===== config.mk =====
export PLATFORM = sky130hd
export DESIGN_NAME = polar_channel_sequencer
export DESIGN_NICKNAME = d
export VERILOG_FILES = /design/src/rtl/polar_channel_sequencer.sv
export SDC_FILE = /design/constraint.sdc
export NUM_CORES = 1
export LEC_CHECK = 0
export CORE_UTILIZATION = 60
export CTS_CLUSTER_DIAMETER = 200
export DETAILED_ROUTE_END_ITERATION = 12
export DONT_BUFFER_PORTS = 1
export HOLD_SLACK_MARGIN = 0.05
export PLACE_DENSITY = 0.77
export SLEW_MARGIN = 15
export SYNTH_ARGS = -nofsm -noshare
export SYNTH_HDL_FRONTEND = slang
export SYNTH_SLANG_ARGS = --single-unit

===== constraint.sdc =====
create_clock -name SCLOCK -period 1.76 [get_ports SCLOCK]
set_clock_uncertainty 0.2 [all_clocks]
set_input_delay 0.352 -clock SCLOCK [delete_from_list [all_inputs] [get_ports SCLOCK]]
set_output_delay 0.352 -clock SCLOCK [all_outputs]
set_load 0.01 [all_outputs]

===== src/rtl/polar_channel_sequencer.sv =====
// Steers strobe pulses round-robin across polarization LED channels with all-off dead time
// between channels and a frame-sync per rotation. Define FRAME_CNT_EN to add the FRAME_CNT output.
module polar_channel_sequencer #(
    parameter int NUM_CH        = 4,
    parameter int PULSES_PER_CH = 8,
    parameter int DEAD_CYCLES   = 16,
    parameter int CNT_W         = 8
) (
    input  logic              SCLOCK,
    input  logic              RESET,
    input  logic              SW17,
    input  logic [NUM_CH-1:0] SW3t0,
    input  logic              PWM_IN,
    output logic [NUM_CH-1:0] LED,
    output logic [2:0]        CH_IDX,
    output logic              FRAME_SYNC
`ifdef FRAME_CNT_EN
    ,
    output logic [15:0]       FRAME_CNT
`endif
);

    typedef enum logic [1:0] {IDLE, ACTIVE, DEAD} state_t;

    state_t             state_reg, state_next;
    logic               pwm_q_reg;
    logic               armed_reg, armed_next;
    logic [CNT_W-1:0]   pulse_cnt_reg, pulse_cnt_next;
    logic [CNT_W-1:0]   dead_cnt_reg, dead_cnt_next;
    logic [2:0]         ch_idx_reg, ch_idx_next;
    logic               frame_sync_reg, frame_sync_next;
    logic [NUM_CH-1:0]  led_reg, led_next;
    logic [NUM_CH-1:0]  above_mask;
    logic               rise, fall, wrap;

    function automatic logic [2:0] lowest_set(input logic [NUM_CH-1:0] m);
        lowest_set = '0;
        for (int i = NUM_CH - 1; i >= 0; i--)
            if (m[i]) lowest_set = 3'(i);
    endfunction

    assign rise = PWM_IN & ~pwm_q_reg;
    assign fall = ~PWM_IN & pwm_q_reg;

    // Candidates strictly above the current channel; none left means the rotation wraps.
    generate
        for (genvar gi = 0; gi < NUM_CH; gi++) begin : g_ch
            assign above_mask[gi] = SW3t0[gi] && (3'(gi) > ch_idx_reg);
            assign led_next[gi]   = SW17 && (state_reg == ACTIVE) && (ch_idx_reg == 3'(gi))
                                    && pwm_q_reg && armed_reg;
        end
    endgenerate

    assign wrap = ~|above_mask;

    always_comb begin
        state_next      = state_reg;
        armed_next      = armed_reg;
        pulse_cnt_next  = pulse_cnt_reg;
        dead_cnt_next   = dead_cnt_reg;
        ch_idx_next     = ch_idx_reg;
        frame_sync_next = 1'b0;
        if (!SW17) begin
            state_next     = IDLE;
            armed_next     = 1'b0;
            pulse_cnt_next = '0;
            dead_cnt_next  = '0;
            ch_idx_next    = '0;
        end else begin
            case (state_reg)
                IDLE: begin
                    armed_next     = 1'b0;
                    pulse_cnt_next = '0;
                    dead_cnt_next  = '0;
                    if (|SW3t0) begin
                        state_next      = ACTIVE;
                        ch_idx_next     = lowest_set(SW3t0);
                        frame_sync_next = 1'b1;
                    end
                end
                ACTIVE: begin
                    if (pulse_cnt_reg >= CNT_W'(PULSES_PER_CH)) begin
                        state_next     = DEAD;
                        pulse_cnt_next = '0;
                        dead_cnt_next  = '0;
                        armed_next     = 1'b0;
                    end else if (fall && armed_reg) begin
                        armed_next     = 1'b0;
                        pulse_cnt_next = pulse_cnt_reg + CNT_W'(1);
                    end else if (rise) begin
                        // Only rises seen inside ACTIVE arm the channel, so partial pulses are dropped.
                        armed_next = 1'b1;
                    end
                end
                DEAD: begin
                    armed_next = 1'b0;
                    if (dead_cnt_reg >= CNT_W'(DEAD_CYCLES - 1)) begin
                        dead_cnt_next = '0;
                        if (|SW3t0) begin
                            state_next      = ACTIVE;
                            ch_idx_next     = wrap ? lowest_set(SW3t0) : lowest_set(above_mask);
                            frame_sync_next = wrap;
                        end else begin
                            state_next  = IDLE;
                            ch_idx_next = '0;
                        end
                    end else begin
                        dead_cnt_next = dead_cnt_reg + CNT_W'(1);
                    end
                end
                default: state_next = IDLE;
            endcase
        end
    end

    always_ff @(posedge SCLOCK) begin
        if (RESET) begin
            state_reg      <= IDLE;
            pwm_q_reg      <= 1'b0;
            armed_reg      <= 1'b0;
            pulse_cnt_reg  <= '0;
            dead_cnt_reg   <= '0;
            ch_idx_reg     <= '0;
            frame_sync_reg <= 1'b0;
            led_reg        <= '0;
        end else begin
            state_reg      <= state_next;
            pwm_q_reg      <= PWM_IN;
            armed_reg      <= armed_next;
            pulse_cnt_reg  <= pulse_cnt_next;
            dead_cnt_reg   <= dead_cnt_next;
            ch_idx_reg     <= ch_idx_next;
            frame_sync_reg <= frame_sync_next;
            led_reg        <= led_next;
        end
    end

`ifdef FRAME_CNT_EN
    logic [15:0] frame_cnt_reg;

    always_ff @(posedge SCLOCK) begin
        if (RESET)
            frame_cnt_reg <= '0;
        else if (frame_sync_next)
            frame_cnt_reg <= frame_cnt_reg + 16'd1;
    end

    assign FRAME_CNT = frame_cnt_reg;
`endif

    assign LED        = led_reg;
    assign CH_IDX     = ch_idx_reg;
    assign FRAME_SYNC = frame_sync_reg;

endmodule


Yosys cells after proc, flatten, opt, wreduce, memory -nomap -nowiden
Index checks and enable logic that the tools add are counted.

cells by class
  bitwise gates (word level) = 5
  add/sub/neg operators = 2
  equal/unequal tests = 10
  magnitude comparators = 6
  reductions and logical operators = 34
  multiplexer cells = 32

operators with widths
  operator               count
  $mux W8                4
  $mux W3                9
  $pmux W8 S3            1
  $logic_and A1 B1 Y1    18
  $add A8 B1 Y8 const B  2
  $ge A8 B4 Y1 const B   2
  $pmux W8 S2            1
  $mux W2                6
  $reduce_or A4 Y1       2
  $mux W1                7
  $eq A3 B2 Y1 const B   2
  $gt A1 B3 Y1 const A   2
  $gt A2 B3 Y1 const A   2
  $pmux W2 S3            1
  $pmux W3 S2            1
  $reduce_and A2 Y1      3
  $reduce_and A3 Y1      2
  $reduce_bool A2 Y1     3
  $ne A2 B2 Y1 const B   2
  $ne A4 B2 Y1 const B   1
  $pmux W1 S2            2
  $reduce_or A2 Y1       2
  $eq A3 B1 Y1 const B   1
  $logic_not A3 Y1       1
  9 further kinds        12

word-level totals
  bits of input ports = 8
  register bits = 28
  word-level logic and storage cells = 97

Depth between registers and ports, before layout
Gate-level depths: netlist of run 1.

  depth after elaboration = 10
  gate-level depth with buffers = 6
  depth with buffers taken out = 6

Worst setup path before layout of run 1
OpenSTA, ideal clock, no wires.

  kind = flip-flop to flip-flop
  from = register pulse_cnt_reg[7]
  to = register pulse_cnt_reg[2]
  library setup time = 0.070 ns
  stages on the path, launching flop included = 5
  slack = 0.176 ns
  clock period less this slack = 1.584 ns
  data required time = 1.490 ns
  arrival time = 1.313 ns
  cell sequence = dfxtp_1 -> nor4_4 -> nand3_2 -> or4_1 -> a21oi_1

between the ends
  cells in the longest elaborated chain, start to end = 3
  elaborated cells on any way between the ends = 5

ends and longest elaborated chain
  element                                           line  RTL
  start, declared                                   28    logic [CNT_W-1:0] pulse_cnt_reg, pulse_cnt_next;
  start signal, assigned                            130   pulse_cnt_reg <= pulse_cnt_next;
  $ge A8 B4 Y1 (*)                                  82    if (pulse_cnt_reg >= CNT_W'(PULSES_PER_CH)) begin
  $mux W8 or $ne A3 B1 Y1 (tied branches)           --
  $pmux W8 S2 or $reduce_and A2 Y1 (tied branches)  --

Every way passes the cells marked *; elsewhere a longest branch is shown, timed or not.
A chain may end at the register's enable or synchronous reset.

Worst setup path in the final report of run 1
  from = register pulse_cnt_reg[0]
  to = register pulse_cnt_reg[2]

between the ends
  cells in the longest elaborated chain, start to end = 4
  elaborated cells on any way between the ends = 7

ends and longest elaborated chain
  element        line  RTL
  $add A8 B1 Y8  89    pulse_cnt_next = pulse_cnt_reg + CNT_W'(1);
  $mux W8        87    end else if (fall && armed_reg) begin
  $mux W8        82
  $pmux W8 S2    70    case (state_reg)

Parallel ways exist; a longest one is shown, timed or not. The select of a mux whose other input is x is not followed.

==> results.txt, run 1 <==
- Source of the worst hold timing path: SW3t0[0]
- HPWL after detailed placement: 1750 um
- Startpoint type of the worst setup path: flop
- Class of the most critical hold timing path: in2reg
- STA classifies the critical path endpoint as a flop.
- Total Power: 0.972 mW
- The die is 47.1 um wide.
- The number of global-route vias before repair is 902.
- From bottom edge to top edge, the die measures about 47 um.
- Adder-Cell Fraction of Synth Area: under 10%
- The top cell type by area accounts for about 44% of the synthesized area.
* Summed instance area of the synthesized netlist: around 0.0012 mm^2
- Start point of the critical path: pulse_cnt_reg[0]
* Post-Syn Area per Cell: between 8 and 9 um^2
* Synthesized netlist cell count: ~140
* Total Negative Setup Slacks: 0 ps
* Xor/xnor share of the synthesized area: less than 1%
- Counting the fill cells in the layout gives approximately 140.
- RSZ-0062 raised after global routing: false
- Summed over all instances, the cell type with the most area after synthesis is dfxtp_1.
* Initial antenna violation count: 0
- Crit Path Max Fanout: 4
- Initial Utilization: about two thirds
- In this run the static leakage power is approximately 0.56 nW.
- Antenna diode count: 0
- In the routed layout, each cell is associated on average with a via count of between 5 and 6.
* Area of placed instances: 0.00130 mm^2
- CTS saw 27 sinks.
- Setup violations remaining at the end of the flow were counted as 0.
* Fraction of registers with async set or reset after synthesis: 0%
* Number of register bits inferred by synthesis: 27
- Summing the sequential cell areas from Yosys gives between 40% and 50% of the chip area.
- Counting distinct cell types in the post-synthesis netlist gives 47.
- After Yosys synthesis, and, or, nand and nor cells account for around a third of the synthesized area.
* R2R Path Start: pulse_cnt_reg[0]
* Main combinational cell family by area after synthesis: simple AND/OR/NAND/NOR gates
- Core area: 0.00182 mm^2
- Dividing total power by cell area gives a power density of approximately 700 mW/mm^2.
- Data arrives at the worst endpoint at around 1700 ps.
- Once detail routing completed, the nets flagged for antenna violations numbered 0.
* Clock edge transition at the registers on the reported setup and hold paths: ~140 ps
* Maximum number of pins on one net before global-route repair: 15
- The die covers 0.00222 mm^2.
* Wire length of the first global-routing pass: approximately 3700 um
- Multiplexer area fraction after synthesis: less than 1%
- Clock network latency to the later pin of the worst-skew pair: 320 ps
- Crit path required time: ~1800 ps
- Worst path setup slack after routing: around 90 ps
- The number of failing hold endpoints at the final stage is 0.
* Layout net count: 161
- Routability-driven placement finished with a final weighted congestion of between 0.8 and 0.9.
- Total global routing track utilization: around 24%
- Num CTS Buffers: 3
* Vias after detailed routing: about 1000
* Cell types with the highest counts after synthesis: dfxtp_1 (27), nor2_1 (14), a21oi_1 (8)
- By area the synthesized netlist is led by dfxtp_1 (44%), nor2_1 (4.3%), nor4_4 (3.5%), a21oi_1 (3.3%), and3_1 (3.1%).
* Number of cell rows: 15
- The post-route netlist has between 20% and 30% of its cells at a drive strength greater than 1.
- Maximum root-to-sink buffer count: 2
- CTS HTree Levels: 1
- Static timing analysis puts the maximum clock frequency at roughly 600 MHz.
- Dpl ws: between 40 and 50 ps
- The synthesized design contains 0 enable-type register cells.
* IO buf count: 0
- Wires add up to between 2000 and 2500 um.
- Most used flip-flop cell after synthesis: dfxtp_1
- WL/cell: ~14 um
- Area fraction in compound gates after synthesis: ~15%
- Overflow left after global routing: 0
- After detailed routing, the number of remaining DRC violations is 0.
- The cell sitting at the root of the clock tree is a clkbuf_4.
* Maxcap violations: 0
- In the post-synthesis netlist, the cell with the most instances is dfxtp_1.
- CTS tree: yes
- Run status: finished clean
- The critical path in this run is classified as reg2reg.
* Nets in the synthesized netlist: between 100 and 150
* Worst supply voltage drop on vdd: 0.693 mV
* Detailed-router iteration count before antenna repair: 4
* Count of boundary I/O pins: 16
* Number of warnings reported in the yosys synthesis log: 0
* Slew Limit Fails: 0
* Final period demand of the worst path: about 1700 ps
- The detailed router finished its first iteration with 26 violations.
- Share of the cycle needed by the critical path after routing: 95.0%
- After routing the design area is around 0.0014 mm^2.
- Relative to the synthesized area, the layout overhead comes to 15.6%.
[where the power goes]
part / internal, mW / switching [mW] / leakage, nW
Combinational: 0.0430 / 0.0390 / 0.326
Sequential: 0.618 / 0.00927 / 0.220
Clock: 0.0886 / 0.174 / 0.0150
[cell type report]
cell class	count	area (um^2)	share of cell area, %
Clock buffer	4	26.3	1.86
Inverter	6	22.5	1.60
Multi-Input combinational cell	99	682	48.3
Sequential cell	27	544	38.6
Tap cell	25	31.3	2.22
Timing Repair Buffer	13	105	7.45
[cells in the final DEF (no fill, tap or decap), types with 2 or more instances in the layout]
cell type and count:
a21oi_1 7, a22oi_1 2, and2_1 4, and3_1 6, buf_4 10, clkbuf_4 3
dfxtp_1 24, dfxtp_2 3, dlygate4sd3_1 3, ha_1 3, inv_1 6, nand2_1 7
nand2b_1 3, nand3_1 5, nand4_1 2, nor2_1 13, nor2b_1 5, nor3_1 4
nor4_4 2, o21ai_0 4, or2b_1 2
[metrics by stage]
stage	util [%]	hold WS (ps)	instances
finish	77.5	59.5	174
global route	77.5	71.6	174
CTS	74.5	60.0	173
detailed placement	71.4	229	166
global placement	71.4	225	166
floorplan	-	224	136
[logic make-up after synthesis]
logic type / Yosys count
other cells: 1
xor+xnor: 1
mux: 1
compound gates: 28
buf+inv: 10
fa+ha+maj: 3
flops: 27
simple gates: 65
[final timing paths]
check,depth (start not counted),endpoint,slack (ps)
setup reg to reg,4,pulse_cnt_reg[2],90
hold / removal,3,CH_IDX[0],60
hold reg to reg,1,dead_cnt_reg[5],320
setup / recovery,4,pulse_cnt_reg[2],90
[per-layer routing]
metal  GRT usage (%)  vias up  share of wire (%)
met5               0        -                  0
met4            5.14        0                1.0
met3            5.77        4                3.5
met2            41.7       19                 52
met1            30.4      483                 43
li1                -      511                  -
[critical path: stages, from the launching register on]
cell,delay [ps]
dfxtp_1,430
ha_1,200
nand4b_1,150
or4_4,500
a21oi_2,140
[timing repair]
| action | CTS | global route |
|---|---|---|
| hold buffers | 3 | 0 |
| resized for setup | 0 | 12 |
| buffers inserted | 0 | 1 |
| endpoints found under the setup margin | 0 | 8 |
| endpoints found under the hold margin | 2 | 0 |
Note: power is estimated with default switching activity, not from simulation.
==> run 2, diff against run 1 <==
--- a/config.mk
+++ b/config.mk
@@ -5,6 +5,7 @@
 export SDC_FILE = /design/constraint.sdc
 export NUM_CORES = 1
 export LEC_CHECK = 0
+export CORE_MARGIN = 5
 export CORE_UTILIZATION = 60
 export CTS_CLUSTER_DIAMETER = 200
 export DETAILED_ROUTE_END_ITERATION = 12
==> run 2 against run 1 <==
  * Largest power group unchanged
  * Clock power hardly changed
  * Non-clock buffer count is 1 higher
  * Global-route usage fell by 4.9 points
  * First-iteration DRC count shrank 7.7%
  * Count of clock-buffer cells in the layout fell by 1
  * Combinational power decreased by 8.2%
  * Sequential cell count is the same
  * Final area shrank 0.18%
  * Sequential share of layout area increased by 0.068 points
  * Worst hold slack worse by 5.6 ps
  * Power down 0.66%
  * Register-to-register slack lost 70 ps
==> results.txt, run 2 (same netlist as run 1, synthesis figures left out) <==
- The flow ran to the end, and the final reports show no timing, DRC or antenna violations.
- WL/cell: 14.5 um (+3.9%)
- The core region area is 0.00194 mm^2 (+6.7%).
- Most frequent standard cell in the layout excluding fill and tap cells: dfxtp_1
* Fmax achieved: 575 MHz (-3.9%)
- The total routed wirelength was 2560 um (+5.7%).
- The final clock period utilization by the worst path came to 98.9% (+3.9 points).
- Die area: 0.00304 mm^2 (+37%)
* Maximum number of pins on one net before global-route repair: 16 (+1)
- Wire length of the first global-routing pass: 4200 um (+13%)
* Routed via count divided by cell count: 5.86 (+0.33%)
* Worst supply voltage drop on vdd: 0.490 mV (-29%)
- The largest buffer count on any clock path came to 2 (unchanged).
- Detailed-router iteration count before antenna repair: 4 (unchanged)
- Final core occ: 72.6% (-5.0 points)
- Maxcap violations: 0 (unchanged)
- Worst hold slack: 53.9 ps (-5.62 ps)
- The die boundary height is 55.1 um (+17%).
- The share of layout cells above drive strength 1 was 22.7% (+1.9 points).
* IO buf count: 0 (unchanged)
- Overflow left after global routing: 0 (unchanged)
- The post-DP HPWL was 1940 um (+11%).
* CTS Root Buffer Type: clkbuf_4
- The leakage power figure is 0.568 nW (+1.2%).
- The final standard cell area without fillers is 0.00141 mm^2 (-0.18%).
- The CTS clock-pin slew for the worst setup and hold paths is 150 ps (about the same).
- Number of cell rows: 16 (+1)
- The max-slew violation count is 0 (unchanged).
* Initial antenna violation count: 0 (unchanged)
- The count of unresolved DRC violations after routing was 0 (unchanged).
- Area of placed instances: 0.00130 mm^2 (+0.19%)
- The initial core utilization is 62.9% (-4.2 points).
- Setup CP Type: reg2reg
* Critical path data arrival time: 1810 ps (+80 ps)
- The antenna diode instance count came to 0 (unchanged).
* Num CTS Buffers: 3 (unchanged)
- Leaving out fill and tap cells, the most frequent cells in the layout are dfxtp_1 (24), nor2_1 (14), buf_4 (12).
- The final-report setup violation count is 0 (unchanged).
- Crit path required time: 1830 ps (about the same)
- The top-level port count is 16 (unchanged).
- In this run the worst hold path is classified as in2reg.
- The number of failing hold endpoints at the final stage is 0 (unchanged).
- CTS HTree Levels: 1 (unchanged)
- Total Negative Setup Slacks: 0 ps (unchanged)
- Type of element capturing the critical path: flop
* Total global routing track utilization: 19.2% (-4.9 points)
* Number of global-route vias before repair: 1006 (+12%)
- The number of violations reported at the end of detailed-routing iteration 0 was 24 (-7.7%).
* Vias after detailed routing: 1038 (+2.1%)
- Final Wtd Congestion: 0.811 (about the same)
- The total clock sinks came to 27 (unchanged).
- The worst setup path is launched from a flop.
* Width of the die: 55.1 um (+17%)
* Clock network latency to the later pin of the worst-skew pair: 320 ps (about the same)
- Crit Path Max Fanout: 4 (unchanged)
- The power density over the cells was 685 mW/mm^2 (-0.48%).
- Compared with the post-synthesis result, the final layout area differs by 15.4%.
- The clock period minus final worst setup slack came to 1740 ps (+68.3 ps).
* CTS tree: yes
- The number of nets in the final layout was 162 (+0.62%).
* Antenna viol nets, final: 0 (unchanged)
## run 2: where the power goes
part	switching [mW]	total (mW)	internal [mW]
Combinational	0.0371	0.0753	0.0382
Sequential	0.00793	0.626	0.618
Clock	0.179	0.264	0.0852
## run 2: worst max-delay path, cell delays in order (launching register included)
cell	delay, ps
dfxtp_2	360
nor4_4	320
nand3_2	150
or4_4	510
a21oi_2	140
## run 2: repair_timing
item	4_1_cts	5_1_grt
endpoints found under the hold margin	1	0
resized for setup	0	11
setup buffers	0	3
setup endpoints to repair	0	8
hold buffers	2	0
## run 2: final cells by class
cell class / count / area (um^2)
well taps: 27 / 33.8
clock buffers: 3 / 22.5
multi-input cells: 99 / 671
clock inverters: 1 / 5.00
repair buffers: 14 / 110
inverters: 6 / 22.5
flip-flops and latches: 27 / 544
fillers: 157 / 533
## run 2: final timing paths
kind                    startpoint  slack (ps)  cells past startpoint          endpoint
setup / recovery  pulse_cnt_reg[7]          20                      4  pulse_cnt_reg[2]
hold / removal               RESET          50                      3         armed_reg
setup reg to reg  pulse_cnt_reg[7]          20                      4  pulse_cnt_reg[2]
hold reg to reg    dead_cnt_reg[6]         320                      1   dead_cnt_reg[6]
## run 2: metrics by stage
stage | total power [mW] | worst slack, ps | std cells
detailed placement | 0.707 | 56.8 | 168
floorplan | 0.688 | 176 | 136
finish | 0.965 | 19.5 | 177
global route | 1.01 | -18.3 | 177
global placement | 0.704 | 89.8 | 168
CTS | 0.962 | 8.37 | 174
## run 2: metal layers
layer	up-vias	track usage, %	routed length [um]	share of wire, %
met2	23	35.8	1350	53
met5	-	0	0	0
met4	0	7.29	31	1.2
met1	494	20.6	1080	42
met3	4	4.56	98	3.8
li1	517	-	-	-
